File: src/rtl/shutter_phase_gen_pkg.sv
// rtl/shutter_phase_gen_pkg.sv - shared state encoding and default timing for the shutter phase generator
package shutter_phase_gen_pkg;

  typedef enum logic [1:0] {
    S_IDLE    = 2'd0,
    S_ACQUIRE = 2'd1,
    S_LOCKED  = 2'd2,
    S_COAST   = 2'd3
  } state_t;

  localparam int DEF_W          = 8;
  localparam int DEF_DEAD       = 4;
  localparam int DEF_TOL        = 8;
  localparam int DEF_LOCK_EDGES = 4;
  localparam int DEF_MAX_MISS   = 3;

endpackage

File: src/rtl/shutter_phase_gen_flywheel.sv
// rtl/shutter_phase_gen_flywheel.sv - phase counter that anchors on sync edges and coasts at the filtered period
module shutter_phase_gen_flywheel #(
  parameter int W = 8
) (
  input  logic         clk,
  input  logic         rst_n,
  input  logic         anchor,
  input  logic         anchor_eye,
  input  logic         clear,
  input  logic [W-1:0] period,
  output logic [W-1:0] phase,
  output logic         eye,
  output logic         wrap
);

  // Compare with >= so a period that shrinks below the current phase wraps next cycle.
  assign wrap = (phase >= (period - W'(1)));

  // Clear holds the wheel at zero; an edge re-anchors; otherwise count and flip eye at each wrap.
  always_ff @(posedge clk or negedge rst_n) begin
    if (!rst_n) begin
      phase <= '0;
      eye   <= 1'b0;
    end else if (clear) begin
      phase <= '0;
    end else if (anchor) begin
      phase <= '0;
      eye   <= anchor_eye;
    end else if (wrap) begin
      phase <= '0;
      eye   <= ~eye;
    end else begin
      phase <= phase + W'(1);
    end
  end

endmodule

File: src/rtl/shutter_phase_gen.sv
// rtl/shutter_phase_gen.sv - lock FSM and dead-time shutter decode driven by the phase flywheel
module shutter_phase_gen
  import shutter_phase_gen_pkg::*;
#(
  parameter int W          = DEF_W,
  parameter int DEAD       = DEF_DEAD,
  parameter int TOL        = DEF_TOL,
  parameter int LOCK_EDGES = DEF_LOCK_EDGES,
  parameter int MAX_MISS   = DEF_MAX_MISS
) (
  input  logic         clk,
  input  logic         rst_n,
  input  logic         edge_signal,
  input  logic         signal,
  input  logic [W-1:0] average,
  input  logic         error,
  output logic         left_open,
  output logic         right_open,
  output logic         locked,
  output logic [1:0]   miss_cnt
);

  localparam int GW = $clog2(LOCK_EDGES + 1);

  state_t          state, state_n;
  logic [GW-1:0]   good_cnt, good_cnt_n;
  logic [1:0]      miss_n;
  logic            anchor, clear;
  logic [W-1:0]    phase;
  logic            eye, wrap;
  logic            period_ok, edge_good, open_eye;
  logic [W:0]      arrival, span, delta;

  shutter_phase_gen_flywheel #(.W(W)) u_flywheel (
    .clk        (clk),
    .rst_n      (rst_n),
    .anchor     (anchor),
    .anchor_eye (signal),
    .clear      (clear),
    .period     (average),
    .phase      (phase),
    .eye        (eye),
    .wrap       (wrap)
  );

  // Shortest period that still leaves an open window after both dead zones.
  assign period_ok = (average >= W'(2 * DEAD + 2));

  // Edge quality: arrival distance from the expected period, one extra bit so nothing wraps.
  assign arrival   = {1'b0, phase} + (W + 1)'(1);
  assign span      = {1'b0, average};
  assign delta     = (arrival >= span) ? (arrival - span) : (span - arrival);
  assign edge_good = (delta <= (W + 1)'(TOL));

  assign open_eye = ((state == S_LOCKED) || (state == S_COAST)) && period_ok && !error &&
                    (phase >= W'(DEAD)) && (phase < (average - W'(DEAD)));

  // Next-state logic; a bad period or timeout drops everything back to IDLE.
  always_comb begin
    state_n    = state;
    good_cnt_n = good_cnt;
    miss_n     = miss_cnt;
    anchor     = 1'b0;
    clear      = 1'b0;
    if (!period_ok || error) begin
      state_n    = S_IDLE;
      good_cnt_n = '0;
      miss_n     = 2'd0;
      clear      = 1'b1;
    end else begin
      case (state)
        S_IDLE: begin
          if (edge_signal) begin
            state_n    = S_ACQUIRE;
            good_cnt_n = GW'(1);
            anchor     = 1'b1;
          end else begin
            clear = 1'b1;
          end
        end
        S_ACQUIRE: begin
          if (edge_signal) begin
            anchor = 1'b1;
            if (edge_good) begin
              good_cnt_n = good_cnt + GW'(1);
              if (good_cnt_n == GW'(LOCK_EDGES)) state_n = S_LOCKED;
            end else begin
              good_cnt_n = GW'(1);
            end
          end else if (wrap) begin
            state_n    = S_IDLE;
            good_cnt_n = '0;
            clear      = 1'b1;
          end
        end
        S_LOCKED: begin
          if (edge_signal && edge_good) begin
            anchor = 1'b1;
            miss_n = 2'd0;
          end else if (edge_signal || wrap) begin
            state_n = S_COAST;
            miss_n  = 2'd1;
          end
        end
        S_COAST: begin
          if (edge_signal && edge_good) begin
            anchor  = 1'b1;
            miss_n  = 2'd0;
            state_n = S_LOCKED;
          end else if (edge_signal || wrap) begin
            if (miss_cnt == 2'(MAX_MISS)) begin
              state_n    = S_IDLE;
              miss_n     = 2'd0;
              good_cnt_n = '0;
              clear      = 1'b1;
            end else begin
              miss_n = miss_cnt + 2'd1;
            end
          end
        end
        default: begin
          state_n = S_IDLE;
          clear   = 1'b1;
        end
      endcase
    end
  end

  // State, counters and registered output pins.
  always_ff @(posedge clk or negedge rst_n) begin
    if (!rst_n) begin
      state      <= S_IDLE;
      good_cnt   <= '0;
      miss_cnt   <= 2'd0;
      left_open  <= 1'b0;
      right_open <= 1'b0;
      locked     <= 1'b0;
    end else begin
      state      <= state_n;
      good_cnt   <= good_cnt_n;
      miss_cnt   <= miss_n;
      left_open  <= open_eye & eye;
      right_open <= open_eye & ~eye;
      locked     <= (state == S_LOCKED) || (state == S_COAST);
    end
  end

endmodule

File: config.mk
export PLATFORM = sky130hd
export DESIGN_NAME = shutter_phase_gen
export DESIGN_NICKNAME = d
export VERILOG_FILES = /design/src/rtl/shutter_phase_gen_pkg.sv /design/src/rtl/shutter_phase_gen_flywheel.sv /design/src/rtl/shutter_phase_gen.sv
export SDC_FILE = /design/constraint.sdc
export NUM_CORES = 1
export LEC_CHECK = 0
export BUFFER_PORTS_ARGS = -buffer_cell sky130_fd_sc_hd__buf_2
export CAP_MARGIN = 15
export CORE_MARGIN = 2
export CORE_UTILIZATION = 40
export DETAILED_ROUTE_END_ITERATION = 7
export PLACE_DENSITY_LB_ADDON = 0.05
export SLEW_MARGIN = 40
export SYNTH_ARGS = -nofsm -noshare
export SYNTH_HDL_FRONTEND = slang
export SYNTH_HIERARCHICAL = 1
export SYNTH_SLANG_ARGS = --single-unit
File: constraint.sdc
create_clock -name clk -period 4 [get_ports clk]
set_input_delay 0.6 -clock clk [delete_from_list [all_inputs] [get_ports clk]]
set_output_delay 0.6 -clock clk [all_outputs]
set_load 0.05 [all_outputs]
### Word level (Yosys, flattened, before mapping)

Cells that the tools add are included.
W data, S select, Z words.

* register bits: 19
* output and inout bits: 5
* logic and storage cells: 109

* add/sub/neg operators: 8
* order comparisons: 6
* equality and inequality tests: 17
* muxes and demuxes: 46
* bitwise gates (word level): 4
* reduce and logical (&&, ||, !) cells: 20

Operator list (number)
* $mux W2: 17
* $mux W3: 8
* $mux W8: 3
* $ne A4 B4 Y1 const B: 6
* $ne A3 B3 Y1 const B: 6
* $mux W1: 12
* $add A8 B1 Y9 const B: 1
* $ge A9 B8 Y1: 1
* $le A9 B4 Y1 const B: 1
* $mux W9: 1
* $pmux W3 S3: 1
* $sub A8 B9 Y9: 1
* $sub A9 B8 Y9: 1
* $add A8 B1 Y8 const B: 1
* $ge A8 B3 Y1 const B: 1
* $ge A8 B4 Y1 const B: 1
* $ge A8 B8 Y1: 1
* $lt A8 B8 Y1: 1
* $pmux W2 S4: 1
* $reduce_and A8 Y1: 1
* $sub A8 B1 Y8 const B: 1
* $sub A8 B3 Y8 const B: 1
* $eq A2 B2 Y1 const B: 3
* $reduce_and A6 Y1: 1
* 19 further kinds: 29

### Logic depth before layout (Yosys ltp)

Gate-level depths: netlist of run 1.

* depth in word-level cells: 10
* depth in mapped cells: 18
* mapped depth without buffers: 17

### Modules after synthesis

Netlist of run 1, hierarchy kept.

By module, submodules not included
* shutter_phase_gen: times used 1, cells an instance 249, area an instance 1939.4 um^2, sequential area each 250.2 um^2
* shutter_phase_gen_flywheel: times used 1, cells an instance 76, area an instance 713.2 um^2, sequential area each 225.2 um^2

### Worst setup path before layout of run 1

Ideal clock, no wire load.

* path type: register -> register
* from: register u_flywheel.phase[0]
* to: register state[1]
* setup time: 0.078 ns
* arrival time: 3.437 ns
* slack: 0.485 ns
* cell stages (with the launch flop): 15
* clock period less this slack: 3.515 ns
* cell sequence: dfrtp_1 > ha_1 > nand3_1 > nor2_1 > xor2_1 > ha_1 > buf_6 > a21o_1 > a2111o_1 > a211oi_2 > nand4b_1 > o22ai_4 > mux2i_1 > or4_1 > a21boi_1

* cells in the longest elaborated chain, start to end: 8
* elaborated cells between the ends (all ways): 19

RTL lines
* start, declared: line shutter_phase_gen_flywheel.sv:11 `output logic [W-1:0] phase,`
* start signal, assigned: line shutter_phase_gen_flywheel.sv:33 `phase <= phase + W'(1);`
* $add A8 B1 Y9: line shutter_phase_gen.sv:50 `assign arrival = {1'b0, phase} + (W + 1)'(1);`
* $sub A8 B9 Y9 (tied with other cells): line shutter_phase_gen.sv:52 `assign delta = (arrival >= span) ? (arrival - span) : (span - arrival);`
* $mux W9: line shutter_phase_gen.sv:52
* $le A9 B4 Y1: line shutter_phase_gen.sv:53 `assign edge_good = (delta <= (W + 1)'(TOL));`
* $logic_and A1 B1 Y1: line shutter_phase_gen.sv:97, shutter_phase_gen.sv:106
* $mux W2: line shutter_phase_gen.sv:106 `if (edge_signal && edge_good) begin`
* $pmux W2 S4: line shutter_phase_gen.sv:71 `case (state)`
* $mux W2: line shutter_phase_gen.sv:65 `if (!period_ok || error) begin`
* end signal, assigned: line shutter_phase_gen.sv:139 `state <= state_n;`
* end, declared: line shutter_phase_gen.sv:25 `state_t state, state_n;`

Parallel ways exist; a longest one is shown, timed or not.
A chain may end at the register's enable or synchronous reset.

### Final worst setup path of run 1

* from: register u_flywheel.phase[3]
* to: register state[1]

The elaborated chain is that of the path after synthesis.

==> run summary, run 1 <==
Status - completed
Hold Crit Class - in2async
Post-Syn Area - 2653 um^2
Share of cells above drive strength 1 - 14.66%
Initial antenna violation count - 0
Slowest CP cell - or4_1
Leak Pwr - 1.387 nW
Register area share after synthesis - 17.92%
Final Instance Area - 2947 um^2
DRT antenna net count - 0
Setup TNS - 0 ns
Post-synth EDFFs - 0
Rows - 29
First-pass DRT Iterations - 5
Synth async-reset ratio - 100.0%
WP data arrival - 3.88 ns
Critical path class - reg2reg
Syn_area_per_cell - 8.162 um^2
Fin crit share - 92.24%
Vias per cell - 5.494
Synthesized flop and latch total - 19
Routed wire length - 6.101 mm
Post-Syn Instances - 325
Power per cell area - 191.5 nW/um^2
Setup crit start kind - register
Number of library cell types mapped by synthesis - 60
TritonCTS clock tree - yes
# clock sinks - 19
Fin nets - 409
Via count - 2,335
RSZ-0062 raised after global routing - no
Die Width - 85.44 um
Port Buffer Count - 17
Fin crit period - 3.689 ns
Core area - 6386 um^2
Drt drc - 0
Die area - 7299 um^2
Fin util - 46.14%
Worst-path clk slew - 0.07 ns
Vias in the first global route - 2,209
Peak supply drop - 146.2 uV
Boundary pin count - 18
H-tree depth - 1
Max frequency - 0.2710 GHz
Post-synth net total - 385
CP most frequent cell - nand4_1
Hold Slack - 0.2700 ns
Worst Tran Pin Value - 0.5527 ns
GRT Total Usage - 17.87%
Fillers - 657
Initial Utilization - 41.54%
Die H - 85.44 um
Placed cell area - 2849 um^2
Root Driver - clkbuf_8
CTS Hold Bufs - 0
CTS Buf Count - 3
Largest net degree at the start of global routing - 20
Total gr overflow - 0
Final-report max-slew violation count - 0
Max_cap viols - 0
Worst relative slew slack - 62.87%
Most common library cell in the layout ignoring fill and taps - ha_1
Multi-input combinational cell area - 2034 um^2
Most frequent cells in the layout - 46 x ha_1, 36 x inv_1, 27 x nor2_1
Worst-Skew Late Latency - 0.26 ns
Design Power - 0.5644 mW
Clk buf depth - 2
Worst endpoint required time - 4.19 ns
Setup Skew - 0.004946 ns
Synthesis Warnings - 6
Hold Fails Final Rpt - 0
Layout area overhead - 11.09%
Main synth FF type - dfrtp_1
Crit-path cells - nand4_1, or2_2, xnor2_1, ha_1, nand4_1, nor3_1, a2111o_1, a211oi_2, nand4b_1, o22ai_4, mux2i_1, or4_1, a21boi_1
Register area - 475.5 um^2
Final setup violation count - 0
Setup crit end kind - register
Final GP Congestion - 0.8626
DRT iter0 DRCs - 111
Antenna diodes - 0
Avg WL per Cell - 14.36 um
Slowest cell delay on critical path - 0.48 ns
Post-DP HPWL - 4.952 mm
First-pass GRT wire length - 10.70 mm
CP max FO - 7
cell usage after synthesis, drive strengths merged, types with 4 or more instances:
| library cell | instances | share of area [%] |
|---|---|---|
| dfrtp | 19 | 18 |
| nand3 | 10 | 1.9 |
| or4 | 5 | 1.6 |
| ha | 47 | 22 |
| xnor2 | 20 | 6.6 |
| a21o | 4 | 1.1 |
| nand2 | 20 | 2.8 |
| nor2b | 6 | 1.4 |
| nor3 | 9 | 1.7 |
| nor2 | 28 | 4.0 |
| a21oi | 20 | 3.9 |
| clkbuf | 5 | 0.71 |
| inv | 36 | 5.1 |
| o21ai | 16 | 3.2 |
| nand2b | 7 | 1.9 |
| o21a | 4 | 1.1 |
| o22ai | 7 | 2.2 |
| xor2 | 7 | 2.3 |
metrics by stage:
stage,setup WS [ns],instances
detailed placement,0.1770,420
finish,0.3106,425
floorplan,0.4854,325
CTS,0.1560,424
global route,0.01300,425
global placement,0.1782,420
repair_timing:
action	CTS	global route
gates resized for setup	0	7
endpoints found under the setup margin	0	12
buffers inserted	0	1
power breakdown:
| part | total (mW) | internal [mW] | switching (mW) |
|---|---|---|---|
| combinational | 0.221 | 0.0917 | 0.129 |
| clock | 0.135 | 0.0708 | 0.0646 |
| sequential | 0.208 | 0.199 | 0.00843 |
| total | 0.564 | 0.362 | 0.203 |
routing by layer:
layer | track usage, % | share of wire, %
met1 | 25.80 | 52
met2 | 28.76 | 45
met3 | 2.918 | 2.8
met4 | 2.309 | 0.51
met5 | 0 | 0
area by class of cell:
type	instances	area share, %
Clock buffer	4	1.529
Timing Repair Buffer	27	5.435
Multi-Input combinational cell	262	69.04
Sequential cell	19	16.14
Tap cell	77	3.270
Inverter	36	4.586
state kept, by name, summed over array words and instances, names as in the netlist:
| signal | flops |
|---|---|
| u_flywheel/phase | 8 |
| u_flywheel/eye | 1 |
| left_open | 1 |
| state | 2 |
| locked | 1 |
| good_cnt | 3 |
| right_open | 1 |
| miss_cnt | 2 |
path summary, 6_finish.rpt:
check	from	endpoint	slack (ns)	depth (start not counted)
max	u_flywheel/phase[3]	state[1]	0.31	13
min	rst_n	miss_cnt[1]	0.27	1
max reg2reg	u_flywheel/phase[3]	state[1]	0.31	13
min reg2reg	u_flywheel/eye	right_open	0.55	1
max in group asynchronous	rst_n	u_flywheel/phase[0]	3.42	1
min in group clk	u_flywheel/eye	right_open	0.55	1
logic make-up after synthesis:
group                      after synthesis  share of synthesized area [%]
DFF                                     19                          17.92
and+or+nand+nor                        103                          19.95
muxes                                    3                          1.179
buffers and inverters                   44                          7.075
adders and majority gates               47                          22.17
AOI/OAI and AO/OA                       82                          22.78
xor gates and xnor gates                27                          8.915
critical path: cells and delay by family (launching register included):
kind,cells,cell delay [ns]
adders and majority gates,1,0.37
and+or+nand+nor,6,1.37
AOI/OAI and AO/OA,4,1.06
DFF,1,0.43
xor gates and xnor gates,1,0.24
muxes,1,0.16
Power figures use the tool's default switching activity.
==> run 2, diff against run 1 <==
RECOVER_POWER = 25   (was not set)
==> run 2 against run 1 <==
Maximum frequency hardly changed. Clock power is essentially flat. Clock skew is the same. Register-to-register slack barely moved. Worst hold slack better by 0.23 ns. Wire length is essentially flat. Die area unchanged. Cell count is the same. Critical path type unchanged. Largest power group unchanged.
==> run summary, run 2 (synthesis results as in run 1) <==
Worst endpoint required time - 4.19 ns (about the same)
First-pass DRT Iterations - 5 (unchanged)
Hold Fails Final Rpt - 0 (unchanged)
Post-DP HPWL - 4.952 mm (unchanged)
Fin nets - 409 (unchanged)
Avg WL per Cell - 14.36 um (about the same)
Peak supply drop - 146.2 uV (about the same)
H-tree depth - 1 (unchanged)
TritonCTS clock tree - yes
Most frequent cells in the layout - 46 x ha_1, 36 x inv_1, 27 x nor2_1
CP max FO - 7 (unchanged)
Port Buffer Count - 17 (unchanged)
Final GP Congestion - 0.8626 (unchanged)
Root Driver - clkbuf_8
First-pass GRT wire length - 10.70 mm (unchanged)
Boundary pin count - 18 (unchanged)
Setup TNS - 0 ns (unchanged)
Critical path class - reg2reg
Vias in the first global route - 2,209 (unchanged)
Worst Tran Pin Value - 1.039 ns (+0.4865 ns)
Worst-Skew Late Latency - 0.26 ns (about the same)
Fin crit period - 3.690 ns (+0.00009900 ns)
Regs by FF count - u_flywheel/phase (8), good_cnt (3)
Leak Pwr - 1.384 nW (-0.20%)
Design Power - 0.5643 mW (about the same)
Placed cell area - 2849 um^2 (unchanged)
Fin crit share - 92.24% (about the same)
Die Width - 85.44 um (unchanged)
Final Instance Area - 2945 um^2 (about the same)
Fillers - 656 (-0.15%)
Fin util - 46.12% (about the same)
GRT Total Usage - 17.87% (unchanged)
Vias per cell - 5.494 (unchanged)
Antenna diodes - 0 (unchanged)
WP data arrival - 3.88 ns (about the same)
Clk buf depth - 2 (unchanged)
Final-report max-slew violation count - 0 (unchanged)
Layout area overhead - 11.04% (about the same)
Setup Skew - 0.004946 ns (unchanged)
Die H - 85.44 um (unchanged)
Power per cell area - 191.6 nW/um^2 (about the same)
Setup crit start kind - register
Setup crit end kind - register
Largest net degree at the start of global routing - 20 (unchanged)
Final setup violation count - 0 (unchanged)
Share of cells above drive strength 1 - 14.37% (-0.29 points)
Rows - 29 (unchanged)
# clock sinks - 19 (unchanged)
Initial Utilization - 41.54% (unchanged)
Worst relative slew slack - 30.72% (-32 points)
RSZ-0062 raised after global routing - no
Hold Crit Class - in2async
DRT antenna net count - 0 (unchanged)
Via count - 2,335 (unchanged)
Most common library cell in the layout ignoring fill and taps - ha_1
Max FFs per register - 8 (unchanged)
Worst-path clk slew - 0.07 ns (about the same)
Max_cap viols - 0 (unchanged)
Die area - 7299 um^2 (unchanged)
Max frequency - 0.2710 GHz (about the same)
Core area - 6386 um^2 (unchanged)
Total gr overflow - 0 (unchanged)
Largest Register - u_flywheel/phase
Drt drc - 0 (unchanged)
CTS Buf Count - 3 (unchanged)
Initial antenna violation count - 0 (unchanged)
Status - completed
Routed wire length - 6.102 mm (about the same)
DRT iter0 DRCs - 111 (unchanged)
run 2: cell count changes in the layout (fill, tap and decap cells not counted):
cell      change
buf_2         -1
clkbuf_1      +1
run 2: what timing repair did:
| action | 4_1_cts | 5_1_grt |
|---|---|---|
| gates resized for setup | 0 | 7 |
| hold buffers | 0 | 0 |
| buffers inserted | 0 | 1 |
| endpoints found under the setup margin | 0 | 12 |
run 2: through the flow:
step	std cells	setup slack, ns	hold slack (ns)
CTS	424	0.1560	0.2816
floorplan	325	0.4854	0.3044
global placement	420	0.1782	0.5268
detailed placement	420	0.1770	0.5204
global route	425	0.01300	0.5648
finish	425	0.3105	0.4957
run 2: where the power goes:
| group | switching (mW) | internal (mW) | leakage [nW] |
|---|---|---|---|
| clock network | 0.0646 | 0.0708 | 0.0228 |
| logic | 0.129 | 0.0916 | 1.10 |
| registers | 0.00843 | 0.199 | 0.262 |
run 2: worst paths after layout:
path | end | cells past startpoint | slack (ns) | start
max in group asynchronous | u_flywheel/phase[0] | 1 | 2.87 | rst_n
worst min-delay path | miss_cnt[1] | 1 | 0.50 | rst_n
min in group clk | right_open | 1 | 0.55 | u_flywheel/eye
worst min register to register | right_open | 1 | 0.55 | u_flywheel/eye
worst max-delay path | state[1] | 13 | 0.31 | u_flywheel/phase[3]
worst max register to register | state[1] | 13 | 0.31 | u_flywheel/phase[3]
run 2: routing by layer:
layer / global-route usage, % / share of wire, % / up-vias
met4: 2.309 / 0.51 / 0
met3: 2.918 / 2.7 / 4
met2: 28.76 / 45 / 37
met5: 0 / 0 / -
li1: - / - / 1202
met1: 25.80 / 52 / 1092
run 2: cell type report:
cell class	count	area, um^2	share of cell area (%)
well taps	77	96.34	3.271
repair buffers	27	158.9	5.395
multi-input cells	262	2034	69.07
inverters	36	135.1	4.588
flip-flops and latches	19	475.5	16.14
clock buffers	4	45.04	1.529
run 2: worst max-delay path, stage by stage, from the launching register on:
cell      delay [ns]
dfrtp_1         0.43
nand4_1         0.14
or2_2           0.30
xnor2_1         0.24
ha_1            0.37
nand4_1         0.20
nor3_1          0.09
a2111o_1        0.42
a211oi_2        0.20
nand4b_1        0.16
o22ai_4         0.29
mux2i_1         0.16
or4_1           0.48
a21boi_1        0.15
